==> config.mk <==
export PLATFORM = sky130hd
export DESIGN_NAME = lsu
export DESIGN_NICKNAME = d
export VERILOG_FILES = /design/src/rtl/lsu_pkg.sv /design/src/rtl/lsu_align.sv /design/src/rtl/lsu.sv
export SDC_FILE = /design/constraint.sdc
export NUM_CORES = 1
export LEC_CHECK = 0
export ABC_AREA = 0
export CAP_MARGIN = 10
export CORE_ASPECT_RATIO = 0.6
export CORE_MARGIN = 2
export CORE_UTILIZATION = 49
export CTS_CLUSTER_DIAMETER = 200
export DETAILED_ROUTE_END_ITERATION = 12
export GPL_ROUTABILITY_DRIVEN = 1
export HOLD_SLACK_MARGIN = 0.02
export PLACE_DENSITY = 0.86
export SLEW_MARGIN = 25
export SYNTH_ARGS = -nofsm -noshare
export SYNTH_HDL_FRONTEND = slang
export SYNTH_SLANG_ARGS = --single-unit
==> constraint.sdc <==
create_clock -name clk_i -period 3.6 [get_ports clk_i]
set_clock_uncertainty 0.05 [all_clocks]
set_input_delay 1.08 -clock clk_i [delete_from_list [all_inputs] [get_ports clk_i]]
set_output_delay 1.08 -clock clk_i [all_outputs]
set_load 0.005 [all_outputs]
==> src/rtl/lsu_pkg.sv <==
// Shared codes for the load/store unit: access sizes, fault causes,
// FSM state encoding and the alignment rule.
package lsu_pkg;

  localparam logic [1:0] SZ_B = 2'b00;
  localparam logic [1:0] SZ_H = 2'b01;
  localparam logic [1:0] SZ_W = 2'b10;

  localparam logic [1:0] C_NONE = 2'b00;
  localparam logic [1:0] C_MIS  = 2'b01;
  localparam logic [1:0] C_BUS  = 2'b10;
  localparam logic [1:0] C_TMO  = 2'b11;

  localparam logic [1:0] ST_IDLE = 2'b00;
  localparam logic [1:0] ST_REQ  = 2'b01;
  localparam logic [1:0] ST_WAIT = 2'b10;
  localparam logic [1:0] ST_RESP = 2'b11;

  // size 11 is illegal and reported as misaligned
  function automatic logic misaligned(
    input logic [1:0] size,
    input logic [1:0] a
  );
    return (size == 2'b11)
        || (size == SZ_H && a[0])
        || (size == SZ_W && a != 2'b00);
  endfunction

endpackage

==> src/rtl/lsu_align.sv <==
// Byte-lane steering: store sel/data replication and load
// extract + sign/zero extension. Purely combinational.
module lsu_align
  import lsu_pkg::*;
(
  input  logic [1:0]  st_size_i,
  input  logic [1:0]  st_a_i,
  input  logic [31:0] st_dat_i,
  output logic [3:0]  st_sel_o,
  output logic [31:0] st_dat_o,
  input  logic [1:0]  ld_size_i,
  input  logic [1:0]  ld_a_i,
  input  logic        ld_sgn_i,
  input  logic [31:0] ld_dat_i,
  output logic [31:0] ld_res_o
);

  logic [31:0] sh;

  always_comb begin
    st_sel_o = 4'b1111;
    st_dat_o = st_dat_i;
    unique case (st_size_i)
      SZ_B: begin
        st_sel_o = 4'b0001 << st_a_i;
        st_dat_o = {4{st_dat_i[7:0]}};
      end
      SZ_H: begin
        st_sel_o = 4'b0011 << st_a_i;
        st_dat_o = {2{st_dat_i[15:0]}};
      end
      default: ;
    endcase
  end

  always_comb begin
    sh = ld_dat_i >> {ld_a_i, 3'b000};
    ld_res_o = sh;
    unique case (ld_size_i)
      SZ_B: ld_res_o = {{24{ld_sgn_i & sh[7]}}, sh[7:0]};
      SZ_H: ld_res_o = {{16{ld_sgn_i & sh[15]}}, sh[15:0]};
      default: ;
    endcase
  end

endmodule

==> src/rtl/lsu.sv <==
// Load/store unit: one request at a time, pipelined Wishbone B4 master,
// alignment check, load extension and a bus watchdog.
module lsu
  import lsu_pkg::*;
#(
  parameter int unsigned TIMEOUT_W = 12,
  parameter int unsigned TIMEOUT   = 12'hFFF
) (
  input  logic        clk_i,
  input  logic        reset_i,
  input  logic        valid_i,
  output logic        ready_o,
  input  logic        we_i,
  input  logic [1:0]  size_i,
  input  logic        signed_i,
  input  logic [31:0] addr_i,
  input  logic [31:0] wdat_i,
  output logic        rvalid_o,
  output logic [31:0] rdat_o,
  output logic        fault_o,
  output logic [1:0]  cause_o,
  output logic        wbm_cyc_o,
  output logic        wbm_stb_o,
  output logic        wbm_we_o,
  output logic [3:0]  wbm_sel_o,
  output logic [31:0] wbm_adr_o,
  output logic [31:0] wbm_dat_o,
  input  logic [31:0] wbm_dat_i,
  input  logic        wbm_ack_i,
  input  logic        wbm_err_i,
  input  logic        wbm_stall_i
);

  localparam logic [TIMEOUT_W-1:0] WD_LAST = TIMEOUT_W'(TIMEOUT - 1);

  logic [1:0]  state_q, state_d;
  logic        we_q, we_d;
  logic [1:0]  size_q, size_d;
  logic [1:0]  a_q, a_d;
  logic        sgn_q, sgn_d;
  logic [29:0] adr_q, adr_d;
  logic [3:0]  sel_q, sel_d;
  logic [31:0] dat_q, dat_d;
  logic [31:0] rdat_q, rdat_d;
  logic        fault_q, fault_d;
  logic [1:0]  cause_q, cause_d;
  logic [TIMEOUT_W-1:0] wd_q, wd_d;

  logic [3:0]  st_sel;
  logic [31:0] st_dat;
  logic [31:0] ld_res;
  logic        in_resp, busy, accept, take, tmo;

  lsu_align u_align (
    .st_size_i (size_i),
    .st_a_i    (addr_i[1:0]),
    .st_dat_i  (wdat_i),
    .st_sel_o  (st_sel),
    .st_dat_o  (st_dat),
    .ld_size_i (size_q),
    .ld_a_i    (a_q),
    .ld_sgn_i  (sgn_q),
    .ld_dat_i  (wbm_dat_i),
    .ld_res_o  (ld_res)
  );

  assign in_resp = (state_q == ST_RESP);
  assign busy    = (state_q == ST_REQ) || (state_q == ST_WAIT);
  assign ready_o = (state_q == ST_IDLE) || in_resp;
  assign accept  = valid_i && ready_o;
  // a response only counts once the strobe has been taken
  assign take    = (state_q == ST_WAIT) || !wbm_stall_i;
  assign tmo     = (wd_q == WD_LAST);

  always_comb begin
    state_d = state_q;
    we_d    = we_q;
    size_d  = size_q;
    a_d     = a_q;
    sgn_d   = sgn_q;
    adr_d   = adr_q;
    sel_d   = sel_q;
    dat_d   = dat_q;
    rdat_d  = rdat_q;
    fault_d = fault_q;
    cause_d = cause_q;
    wd_d    = wd_q;
    unique case (state_q)
      ST_REQ, ST_WAIT: begin
        wd_d = wd_q + 1'b1;
        if (take && wbm_err_i) begin
          state_d = ST_RESP;
          fault_d = 1'b1;
          cause_d = C_BUS;
          rdat_d  = '0;
        end else if (take && wbm_ack_i) begin
          state_d = ST_RESP;
          rdat_d  = we_q ? '0 : ld_res;
        end else if (tmo) begin
          state_d = ST_RESP;
          fault_d = 1'b1;
          cause_d = C_TMO;
          rdat_d  = '0;
        end else if (take) begin
          state_d = ST_WAIT;
        end
      end
      default: begin
        if (accept) begin
          we_d    = we_i;
          size_d  = size_i;
          a_d     = addr_i[1:0];
          sgn_d   = signed_i;
          rdat_d  = '0;
          if (misaligned(size_i, addr_i[1:0])) begin
            state_d = ST_RESP;
            fault_d = 1'b1;
            cause_d = C_MIS;
          end else begin
            state_d = ST_REQ;
            fault_d = 1'b0;
            cause_d = C_NONE;
            adr_d   = addr_i[31:2];
            sel_d   = st_sel;
            dat_d   = st_dat;
            wd_d    = '0;
          end
        end else begin
          state_d = ST_IDLE;
        end
      end
    endcase
  end

  always_ff @(posedge clk_i or negedge reset_i) begin
    if (!reset_i) begin
      state_q <= ST_IDLE;
      we_q    <= 1'b0;
      size_q  <= SZ_B;
      a_q     <= 2'b00;
      sgn_q   <= 1'b0;
      adr_q   <= '0;
      sel_q   <= '0;
      dat_q   <= '0;
      rdat_q  <= '0;
      fault_q <= 1'b0;
      cause_q <= C_NONE;
      wd_q    <= '0;
    end else begin
      state_q <= state_d;
      we_q    <= we_d;
      size_q  <= size_d;
      a_q     <= a_d;
      sgn_q   <= sgn_d;
      adr_q   <= adr_d;
      sel_q   <= sel_d;
      dat_q   <= dat_d;
      rdat_q  <= rdat_d;
      fault_q <= fault_d;
      cause_q <= cause_d;
      wd_q    <= wd_d;
    end
  end

  assign rvalid_o  = in_resp;
  assign fault_o   = in_resp && fault_q;
  assign cause_o   = in_resp ? cause_q : C_NONE;
  assign rdat_o    = in_resp ? rdat_q : '0;
  assign wbm_cyc_o = busy;
  assign wbm_stb_o = (state_q == ST_REQ);
  assign wbm_we_o  = busy && we_q;
  assign wbm_sel_o = busy ? sel_q : 4'b0000;
  assign wbm_adr_o = {adr_q, 2'b00};
  assign wbm_dat_o = dat_q;

endmodule

==> flow_summary.json <==
{
  "synth-warning-count": 0,
  "end_kind": "output port",
  "cts.clk_slew.worst_paths_ns": 0.06,
  "min_period_over_period": 0.912,
  "grt_antenna_before_repair": 0,
  "worstReg2RegEnd": "rdat_q[24]$_DFFE_PN0P_",
  "intPower_mw": 4.57,
  "rsz0062_at_grt": "false",
  "setup_violations": 0,
  "slew_violations": 0,
  "wl_um": 18000,
  "pwr-share-seq": 0.323,
  "cp.depth": 4,
  "dp_hpwl_um": 12700,
  "dieArea_um2": 13400,
  "cts_resized": 0,
  "p_clk_frac": 0.232,
  "rows": 31,
  "reg2reg_slack_ns": 0.74,
  "critPathTopFamily": "buffers and inverters",
  "post_cts_buffers": 0,
  "nFillCells": 793,
  "synth_cell_types": 56,
  "worst-path-buf-inv": 2,
  "tightest_slew_ns": 0.901,
  "clock-sinks": 121,
  "fin_area_um2": 8930,
  "die_w_um": 148,
  "wl_per_cell_um": 19.1,
  "antenna_left": 0,
  "grt_pass1_wl_um": 28000,
  "power_per_cell_area_nw_per_um2": 785,
  "mostFrequentLayoutCells": "clkdlybuf4s50_1, dfrtp_1, mux2_2",
  "tns_ns": 0,
  "area_growth_pct": 46.4,
  "synth.area.top_cells": "dfrtp_1, mux2_2, mux2i_1, and2_1, o21ai_0",
  "cap_violations": 0,
  "r2r_cells": 6,
  "grt_pass1_vias": 5129,
  "yosysTopAreaCell": "dfrtp_1",
  "cts_buffers": 17,
  "critPathArrivalTime_ns": 2.15,
  "ios": 214,
  "power_frac_comb": 0.445,
  "p_leak_nw": 3.91,
  "start_util": 0.504,
  "clock_latency_ns": 0.41,
  "synth_top_area_frac": 0.496,
  "drc": 0,
  "worst-path-max-fanout": 33,
  "cts_tree": "done",
  "hold_viol_final": 0,
  "ir_drop_mv": 0.438,
  "r2r-start": "state_q[0]$_DFFE_PN0P_",
  "synth_area_um2": 6100,
  "hold_class": "flop to flop",
  "port_buffers": 211,
  "power.total_mw": 7.00,
  "path_cells": "ha_1, buf_4, and2_1, clkdlybuf4s50_1",
  "synth_ff_type": "dfrtp_1",
  "layout-drive-gt1-share": 0.136,
  "synthArstFlopShare": 1.00,
  "final_common_cell": "clkdlybuf4s50_1",
  "coreArea_um2": 12100,
  "synth_edf_count": 0,
  "maxClockFrequency_mhz": 305,
  "switchingPower_mw": 2.44,
  "swShare": 0.348,
  "htreeDepth": 4,
  "crit_start": "state_q[1]$_DFFE_PN0P_",
  "gp_congestion": 0.896,
  "cts_hold_buf": 0,
  "grt.total_usage": 0.266,
  "fin_nets": 872,
  "startpoint_type": "flop",
  "syn_area_per_cell_um2": 11.0,
  "die_h_um": 90.4,
  "final_util": 0.738,
  "drtPass1Iterations": 5,
  "cpPeakStageDelay_ns": 0.55,
  "antennaDiodeCount": 0,
  "dpl_cell_area_um2": 8350,
  "root_buffer": "clkbuf_16",
  "first_iter_violations": 574,
  "critPathSlowestCell": "clkdlybuf4s50_1",
  "ys_seq_elements": 121,
  "timing_worst_setup_path_type": "flop to output port",
  "min_period_ns": 3.28,
  "relSlewSlack": 0.395,
  "crit_path_end": "rdat_o[5]",
  "crit_required_ns": 2.47,
  "gr-total-overflow": 0,
  "synth_cells": 557,
  "run_status": "complete, no violations",
  "vias": 5230,
  "grt_max_degree": 57,
  "clockBufferDepth": 2,
  "viasPerCell": 5.57,
  "yosysSeqAreaShare": 0.496
}
cells by family after synthesis:
family / synth area share
adder cells (fa/ha/maj): 0.0103
AND/OR/NAND/NOR: 0.145
AO/OA/AOI/OAI: 0.144
flip-flops: 0.496
multiplexers: 0.152
XOR/XNOR: 0.0101
other: 0.000615
buffers and inverters: 0.0416
power by group through the flow:
stage / clock (mW) / combinational [mW] / sequential (mW)
2_1_floorplan: 0 / 1.59 / 2.21
3_3_place_gp: 0 / 2.97 / 2.22
3_5_place_dp: 0 / 3.06 / 2.26
4_1_cts: 1.65 / 3.11 / 2.25
5_1_grt: 1.70 / 3.36 / 2.32
6_report: 1.63 / 3.12 / 2.26
metal layers:
metal | share of wire | GRT usage
met5 | 0 | 0
met4 | 0.018 | 0.0730
met3 | 0.076 | 0.0894
met2 | 0.47 | 0.417
met1 | 0.43 | 0.355
synth_stat cells, types with 9 or more instances:
master    count
a211o_1      15
a21oi_1      24
a22o_1        9
and2_1       37
buf_2        17
clkbuf_1     17
dfrtp_1     121
inv_1        10
mux2_2       44
mux2i_1      41
nand2_1      42
nor2_1       22
nor2b_1      14
o21ai_0      42
worst min-delay path: cells and delay by family (launching register included):
family | cells | cell delay, ns
and+or+nand+nor | 1 | 0.05
AOI/OAI and AO/OA | 1 | 0.06
DFF | 1 | 0.33
per-stage QoR:
step / hold WS [ns] / setup WS (ns) / instances
finish: 0.424 / 0.318 / 939
floorplan: 0.392 / 1.12 / 558
global placement: 0.408 / 0.201 / 907
detailed placement: 0.419 / 0.140 / 907
global route: 0.449 / 0.260 / 939
CTS: 0.430 / 0.373 / 939
registers in the layout (all words and copies together), names as in the netlist:
name and cells:
fault_q 1, we_q 1, size_q 2, a_q 2, cause_q 2, wd_q 12, state_q 2, adr_q 30
sgn_q 1, wbm_dat_o 32, rdat_q 32, sel_q 4
worst min-delay path by stage:
| stage | startpoint | to | slack (ns) | cells past startpoint |
|---|---|---|---|---|
| final | sel_q[0]$_DFFE_PN0P_ | sel_q[0]$_DFFE_PN0P_ | 0.42 | 2 |
| after global routing | wbm_dat_o[17]$_DFFE_PN0P_ | wbm_dat_o[17]$_DFFE_PN0P_ | 0.45 | 2 |
| after detailed placement | sel_q[0]$_DFFE_PN0P_ | sel_q[0]$_DFFE_PN0P_ | 0.42 | 2 |
| after CTS | sel_q[0]$_DFFE_PN0P_ | sel_q[0]$_DFFE_PN0P_ | 0.43 | 2 |
| after global placement | sel_q[0]$_DFFE_PN0P_ | sel_q[0]$_DFFE_PN0P_ | 0.41 | 2 |
| after floorplan | sel_q[0]$_DFFE_PN0P_ | sel_q[0]$_DFFE_PN0P_ | 0.39 | 2 |
area by class of cell:
type	instances	area, um^2	share of cell area
multi-input combinational	385	2830	0.317
inverter	10	37.5	0.00420
timing repair buffer	226	2250	0.252
clock buffer	19	453	0.0507
tap	165	206	0.0231
sequential	121	3030	0.339
clock inverter	13	123	0.0137
Power figures use the tool's default switching activity.
